File: config.mk
export PLATFORM = sky130hd
export DESIGN_NAME = monitor_contador_5bit
export DESIGN_NICKNAME = d
export VERILOG_FILES = /design/src/rtl/monitor_contador_5bit_pkg.sv /design/src/rtl/sincroniza_bus.sv /design/src/rtl/monitor_contador_5bit.sv
export SDC_FILE = /design/constraint.sdc
export NUM_CORES = 1
export LEC_CHECK = 0
export BUFFER_PORTS_ARGS = -buffer_cell sky130_fd_sc_hd__buf_2
export CORE_MARGIN = 2
export CORE_UTILIZATION = 45
export DETAILED_ROUTE_END_ITERATION = 8
export PLACE_DENSITY_LB_ADDON = 0.25
export SLEW_MARGIN = 20
export SYNTH_ARGS = -nofsm -noshare
export SYNTH_HDL_FRONTEND = slang
export SYNTH_SLANG_ARGS = --single-unit
File: constraint.sdc
create_clock -name clk -period 2.6 [get_ports clk]
set_input_delay 0 -clock clk [delete_from_list [all_inputs] [get_ports clk]]
set_output_delay 0 -clock clk [all_outputs]
set_load 0.02 [all_outputs]
File: src/rtl/monitor_contador_5bit_pkg.sv
// Shared constants for the ripple down-counter monitor: default widths and
// the checker FSM state encoding.
package monitor_contador_5bit_pkg;

    localparam int unsigned WIDTH_DEF  = 5;
    localparam int unsigned WRAP_W_DEF = 8;

    typedef logic [1:0] state_t;

    localparam state_t ST_IDLE    = 2'b00;
    localparam state_t ST_ACQUIRE = 2'b01;
    localparam state_t ST_TRACK   = 2'b10;
    localparam state_t ST_FAULT   = 2'b11;

endpackage : monitor_contador_5bit_pkg

File: src/rtl/sincroniza_bus.sv
// Two-flop sample register that brings the asynchronous ripple count into the
// clk domain; both stages clear on synchronous reset.
module sincroniza_bus #(
    parameter int unsigned WIDTH = 5
) (
    input  logic             clk,
    input  logic             rst,
    input  logic [WIDTH-1:0] d_i,
    output logic [WIDTH-1:0] q_o
);

    logic [WIDTH-1:0] s1_q;
    logic [WIDTH-1:0] s2_q;

    always_ff @(posedge clk) begin
        if (rst) begin
            s1_q <= '0;
            s2_q <= '0;
        end else begin
            s1_q <= d_i;
            s2_q <= s1_q;
        end
    end

    assign q_o = s2_q;

endmodule : sincroniza_bus

File: src/rtl/monitor_contador_5bit.sv
// Health monitor for the 5-bit ripple down-counter: accepts hold or
// decrement-by-one steps, flags terminal count and wraps, latches any fault.
module monitor_contador_5bit
    import monitor_contador_5bit_pkg::*;
#(
    parameter int unsigned WIDTH  = WIDTH_DEF,
    parameter int unsigned WRAP_W = WRAP_W_DEF
) (
    input  logic              clk,
    input  logic              rst,
    input  logic [WIDTH-1:0]  q_in,
    input  logic              enable,
    input  logic              clr_err,
    output logic              tc_pulse,
    output logic              wrap_pulse,
    output logic [WRAP_W-1:0] wrap_count,
    output logic [WIDTH-1:0]  count_sync,
    output logic              tracking,
    output logic              err,
    output logic [WIDTH-1:0]  err_prev,
    output logic [WIDTH-1:0]  err_got
);

    logic [WIDTH-1:0] s2;

    sincroniza_bus #(
        .WIDTH (WIDTH)
    ) u_sync (
        .clk (clk),
        .rst (rst),
        .d_i (q_in),
        .q_o (s2)
    );

    state_t            state_q,   state_d;
    logic [WIDTH-1:0]  ref_q,     ref_d;
    logic [WIDTH-1:0]  count_q,   count_d;
    logic [WRAP_W-1:0] wrap_q,    wrap_d;
    logic              err_q,     err_d;
    logic [WIDTH-1:0]  eprev_q,   eprev_d;
    logic [WIDTH-1:0]  egot_q,    egot_d;
    logic              tc_q,      tc_d;
    logic              wrp_q,     wrp_d;
    logic              track_q,   track_d;

    logic [WIDTH-1:0]  ref_dec;
    logic              step_hold;
    logic              step_dec;

    // Expected next value of a down-counter, wrapping naturally in WIDTH bits
    assign ref_dec   = ref_q - WIDTH'(1);
    assign step_hold = (s2 == ref_q);
    assign step_dec  = (s2 == ref_dec);

    always_ff @(posedge clk) begin
        if (rst) begin
            state_q <= ST_IDLE;
            ref_q   <= '0;
            count_q <= '0;
            wrap_q  <= '0;
            err_q   <= 1'b0;
            eprev_q <= '0;
            egot_q  <= '0;
            tc_q    <= 1'b0;
            wrp_q   <= 1'b0;
            track_q <= 1'b0;
        end else begin
            state_q <= state_d;
            ref_q   <= ref_d;
            count_q <= count_d;
            wrap_q  <= wrap_d;
            err_q   <= err_d;
            eprev_q <= eprev_d;
            egot_q  <= egot_d;
            tc_q    <= tc_d;
            wrp_q   <= wrp_d;
            track_q <= track_d;
        end
    end

    // Next-state and datapath updates; clr_err outranks enable and checks
    always_comb begin
        state_d = state_q;
        ref_d   = ref_q;
        count_d = count_q;
        wrap_d  = wrap_q;
        err_d   = err_q;
        eprev_d = eprev_q;
        egot_d  = egot_q;
        tc_d    = 1'b0;
        wrp_d   = 1'b0;

        if (clr_err) begin
            err_d   = 1'b0;
            eprev_d = '0;
            egot_d  = '0;
            state_d = enable ? ST_ACQUIRE : ST_IDLE;
        end else begin
            case (state_q)
                ST_IDLE: begin
                    if (enable) begin
                        state_d = ST_ACQUIRE;
                    end
                end
                ST_ACQUIRE: begin
                    if (!enable) begin
                        state_d = ST_IDLE;
                    end else begin
                        ref_d   = s2;
                        count_d = s2;
                        state_d = ST_TRACK;
                    end
                end
                ST_TRACK: begin
                    if (!enable) begin
                        state_d = ST_IDLE;
                    end else if (step_hold) begin
                        state_d = ST_TRACK;
                    end else if (step_dec) begin
                        ref_d   = s2;
                        count_d = s2;
                        if (ref_q == WIDTH'(1)) begin
                            tc_d = 1'b1;
                        end
                        if (ref_q == '0) begin
                            wrp_d = 1'b1;
                            if (wrap_q != '1) begin
                                wrap_d = wrap_q + WRAP_W'(1);
                            end
                        end
                    end else begin
                        err_d   = 1'b1;
                        eprev_d = ref_q;
                        egot_d  = s2;
                        state_d = ST_FAULT;
                    end
                end
                ST_FAULT: begin
                    state_d = ST_FAULT;
                end
                default: begin
                    state_d = ST_IDLE;
                end
            endcase
        end
    end

    assign track_d = (state_d == ST_TRACK);

    assign tc_pulse   = tc_q;
    assign wrap_pulse = wrp_q;
    assign wrap_count = wrap_q;
    assign count_sync = count_q;
    assign tracking   = track_q;
    assign err        = err_q;
    assign err_prev   = eprev_q;
    assign err_got    = egot_q;

endmodule : monitor_contador_5bit

# [After elaboration in Yosys (flattened, before gate mapping)]
# Index checks and enable logic that the tools add are counted.
[word_totals] regBits=39 input_bits=9 out_inout_bits=27 word_cells=53
[op_classes] n_addsub=2 n_eq_ne=12 mux=15 bitwise=5 reduce_logical=8
[ops] operator="$mux 5" n=4
[ops] operator="$mux 2" n=6
[ops] operator="$eq 5x5->1" n=2
[ops] operator="$pmux 5 s2" n=1
[ops] operator="$add 8x1->8 const B" n=1
[ops] operator="$ne 2x2->1 const B" n=4
[ops] operator="$ne 8x8->1 const B" n=1
[ops] operator="$pmux 2 s4" n=1
[ops] operator="$reduce_and 7->1" n=1
[ops] operator="$eq 2x2->1 const B" n=3
[ops] operator="$reduce_and 6->1" n=1
[ops] operator="$reduce_or 6->1" n=1
[ops] operator="$eq 5x1->1 const B" n=1
[ops] operator="$logic_not 5->1" n=1
[ops] operator="$not 1->1" n=5
[ops] operator="$sub 5x1->5 const B" n=1
[ops] operator="$reduce_and 4->1" n=1
[ops] operator="$mux 1" n=3
[ops] operator="$eq 2x1->1 const B" n=1
[ops] operator="$logic_not 2->1" n=1
[ops] operator="$reduce_bool 2->1" n=1
[ops] operator="$reduce_or 2->1" n=1

# [Logic depth before layout (Yosys ltp)]
[depth] word_depth=8 ltp_mapped=10 ltp_nobuf=7

# [Hierarchy]
# From an unflattened synthesis, not the netlist that was laid out.
[unflattened] cells_unflattened=199 hier_area_um2=1845.5
[by_module_without_submodules] mod="monitor_contador_5bit" instances=1 cells_per_inst=179 area_per_inst_um2=1582.8 seq_area_each_um2=580.6
[by_module_without_submodules] mod="sincroniza_bus" instances=1 cells_per_inst=20 area_per_inst_um2=262.8 seq_area_each_um2=200.2

# [Worst setup path before layout]
# OpenSTA, ideal clock, no wires.
[synth_timing] kind="reg-to-reg" from="register, netlist name count_sync[0]" to="register wrap_q[0], in the netlist wrap_count[0]" setup_ns=0.121 t_arrival_ns=2.260 required_ns=2.479 path_slack_ns=0.219 stages_incl_launch_ff=9 synth_period_minus_slack_ns=2.381 cell_sequence="dfxtp_1 -> inv_1 -> ha_1 -> xnor2_1 -> o2bb2ai_1 -> a2111o_1 -> buf_6 -> nor3_1 -> mux2_2"
[synth_rtl] element="end signal: assignment" line_no="monitor_contador_5bit.sv:71" source="wrap_q <= wrap_d;"
[synth_rtl] element="end: declaration" line_no="monitor_contador_5bit.sv:38" source="logic [WRAP_W-1:0] wrap_q, wrap_d;"

==> flow_summary.yaml <==
worst_setup_path:
  rr_worst_depth: 8
  path_cells: "inv_1 -> ha_1 -> xnor2_1 -> o2bb2ai_1 -> a2111o_1 -> buf_4 -> o311a_1 -> and3_1"
  cp-start-kind: "register"
  worstPathMaxFanout: 15
  crit_required_ps: 2790
  worst_path_max_delay_cell: "a2111o_1"
  arrival_ps: 2550
  r2r_end: "tracking"
  cpLargestDelayFamily: "compound AO/OA/AOI/OAI gates"
  timing.rr.start: "count_sync[1]"
  max_stage_delay_ps: 590
  cp.depth: 8
  end_kind: "register"
  critical_path_class: "reg -> reg"
  reg2reg_setup_slack_ps: 240
  path_buf_inv: 2
final_layout:
  nets: 271
  syn_to_final_growth_pct: 19.66
  fillCellCount: 385
  drive_gt1_share_pct: 21.09
  fin_util_pct: 56.52
  num_antenna_cells: 0
synthesis:
  syn_inst: 214
  yosysWarnings: 0
  netlist_top_cells_area: "dfxtp_1, nand2_1, mux2i_1"
  post-synth-top-count-cell: "dfxtp_1"
  synth.top_cell.area_share_pct: 41.03
  synth_edf_count: 0
  async_flop_share_pct: 0
  yosysTopAreaCell: "dfxtp_1"
  synth_seq_area_share_pct: 41.03
  ys_ff_latch: 39
  syn_area_um2: 1903
  yosys-top-cells-count: "dfxtp_1, nand2_1, nor2b_1, mux2i_1"
  synth.avg_cell_area_um2: 8.893
  ys_types: 42
  synth_flop_cell: "dfxtp_1"
  syn_nets: 230
floorplan:
  core_area_um2: 4029
  num_io_pins: 36
  fp.dieH_um: 69.03
  fp.dieW_um: 69.03
  rows: 23
  die-area_um2: 4765
  start_util_pct: 47.24
pwr:
  switching_power_uw: 269.0
  leakage_nw: 0.9731
  swShare_pct: 24.47
  p_comb_share_pct: 7.6
  p_int_uw: 830.4
  sequentialPowerShare_pct: 56.1
  totalPowerFinal_mw: 1.099
  power.density_nw_per_um2: 482.8
  ir_drop_uv: 354.9
  clockPowerShare_pct: 36.3
timing:
  rsz0062_at_grt: "false"
  fin_tns_setup_ps: 0
  period_needed_ps: 2363
  period_share_pct: 90.90
  finalSetupViolCount: 0
  slew_headroom_pct: 67.84
  fmax_mhz: 423.1
  tightestPinTransition_ps: 482.5
  skew_ps: 9.269
  hold_viol_final: 0
  slew_violations: 0
flow_run:
  maxCapViolations: 0
routing:
  wl_um: 3915
  drc: 0
  num_vias: 1651
  vias_per_cell: 5.395
  antenna_left: 0
  dr.first_iter.drc_count: 92
  avgRoutedWirePerCell_um: 12.79
  dr.pass1.iters: 4
clock_network:
  cts_setup_buffers: 0
  clk_latency_ps: 290
  clock_path_buffers: 2
  cts_tree: "done"
  htree_levels: 2
  cts_buffers: 5
  clk_pin_slew_worst_paths_ps: 80
  ctsResizeCount: 0
  cts_sinks: 39
  cts_hold_buf: 6
  root_buffer: "clkbuf_8"
place:
  dpl.hpwl_um: 2710
  portBuffers: 35
  gp_congestion: 0.8407
worst_hold_path:
  hold_class: "in -> reg"
  holdPathEnd: "state_q[1]"
  min-delay-start: "enable"
  holdPathStages: 3
global_route:
  antenna_found_initial: 0
  grt-ovfl-total: 0
  first_global_vias: 1476
  grt_pass1_wl_um: 6906
  grt_max_degree: 29
  track_usage_pct: 17.59
run_status:
  status: "finished, final reports clean"
[area by class of cell]
class                           instances  area (um2)  share of cell area, %
Multi-Input combinational cell        154        1027                  45.11
Timing Repair Buffer                   49       295.3                  12.97
Tap cell                               50       62.56                  2.747
Inverter                                6       22.52                 0.9890
Clock inverter                          3       20.02                 0.8791
Sequential cell                        39       780.7                  34.29
Clock buffer                            5       68.82                  3.022
[routing by layer]
| metal | track usage [%] | vias up | part of all wire, % |
|---|---|---|---|
| li1 | - | 849 | - |
| met1 | 23.48 | 752 | 47 |
| met2 | 27.56 | 44 | 47 |
| met3 | 5.117 | 6 | 5.1 |
| met4 | 5.229 | 0 | 1.3 |
| met5 | 0 | - | 0 |
[sequential cells by signal, summed over array words and instances (netlist names)]
signal       flops
err              1
tc_pulse         1
wrap_pulse       1
u_sync.s1_q      5
count_sync       5
err_prev         5
wrap_count       8
u_sync.q_o       5
tracking         1
state_q          2
err_got          5
[power groups by stage]
stage               combinational [mW]  sequential (mW)  clock [mW]
floorplan                       0.0556            0.628           0
global placement                0.0757            0.630           0
detailed placement              0.0765            0.630           0
CTS                             0.0838            0.616       0.419
global route                    0.0947            0.618       0.438
finish                          0.0839            0.616       0.399
[worst reg2reg max path: cells and delay by family, from the launching register on]
| kind | cells | cell delay, ps |
|---|---|---|
| and+or+nand+nor | 1 | 160 |
| AOI/OAI and AO/OA | 3 | 1060 |
| adders and majority gates | 1 | 230 |
| xor gates and xnor gates | 1 | 140 |
| DFF | 1 | 340 |
| buffers and inverters | 2 | 320 |
[logic make-up (layout without fill, tap and decap cells)]
| group | count (synthesis) | in the layout | synth area share (%) |
|---|---|---|---|
| multiplexers | 13 | 13 | 6.969 |
| AO/OA/AOI/OAI | 36 | 36 | 13.22 |
| buffers and inverters | 21 | 63 | 4.997 |
| AND/OR/NAND/NOR | 90 | 90 | 25.12 |
| adder cells (fa/ha/maj) | 7 | 7 | 4.602 |
| XOR/XNOR | 8 | 8 | 4.077 |
| flip-flops | 39 | 39 | 41.03 |
[cell usage in the layout (no fill, tap or decap), drive strengths merged, types with 7 or more instances in the layout]
cell and n:
buf 43, a21oi 9, nand4 7, ha 7
mux2i 11, dfxtp 39, nand2 35, nor2b 14
[stage by stage]
step                area, um2  hold slack [ps]  cells  setup WS (ps)
finish                   2277            131.1    306          236.7
CTS                      2277            120.0    306          238.5
floorplan                1903            79.31    214          219.2
detailed placement       2128            213.0    292          260.8
global route             2277            161.6    306          54.35
global placement         2128            207.9    292          308.2
[worst max-delay path by stage]
stage,slack (ps),end,start
finish,240,tracking,count_sync[1]
global route,50,wrap_count[0],count_sync[1]
CTS,240,tracking,count_sync[1]
detailed placement,260,tracking,count_sync[1]
global placement,310,tracking,count_sync[0]
floorplan,220,wrap_count[0],count_sync[0]
Power figures use the tool's default switching activity.
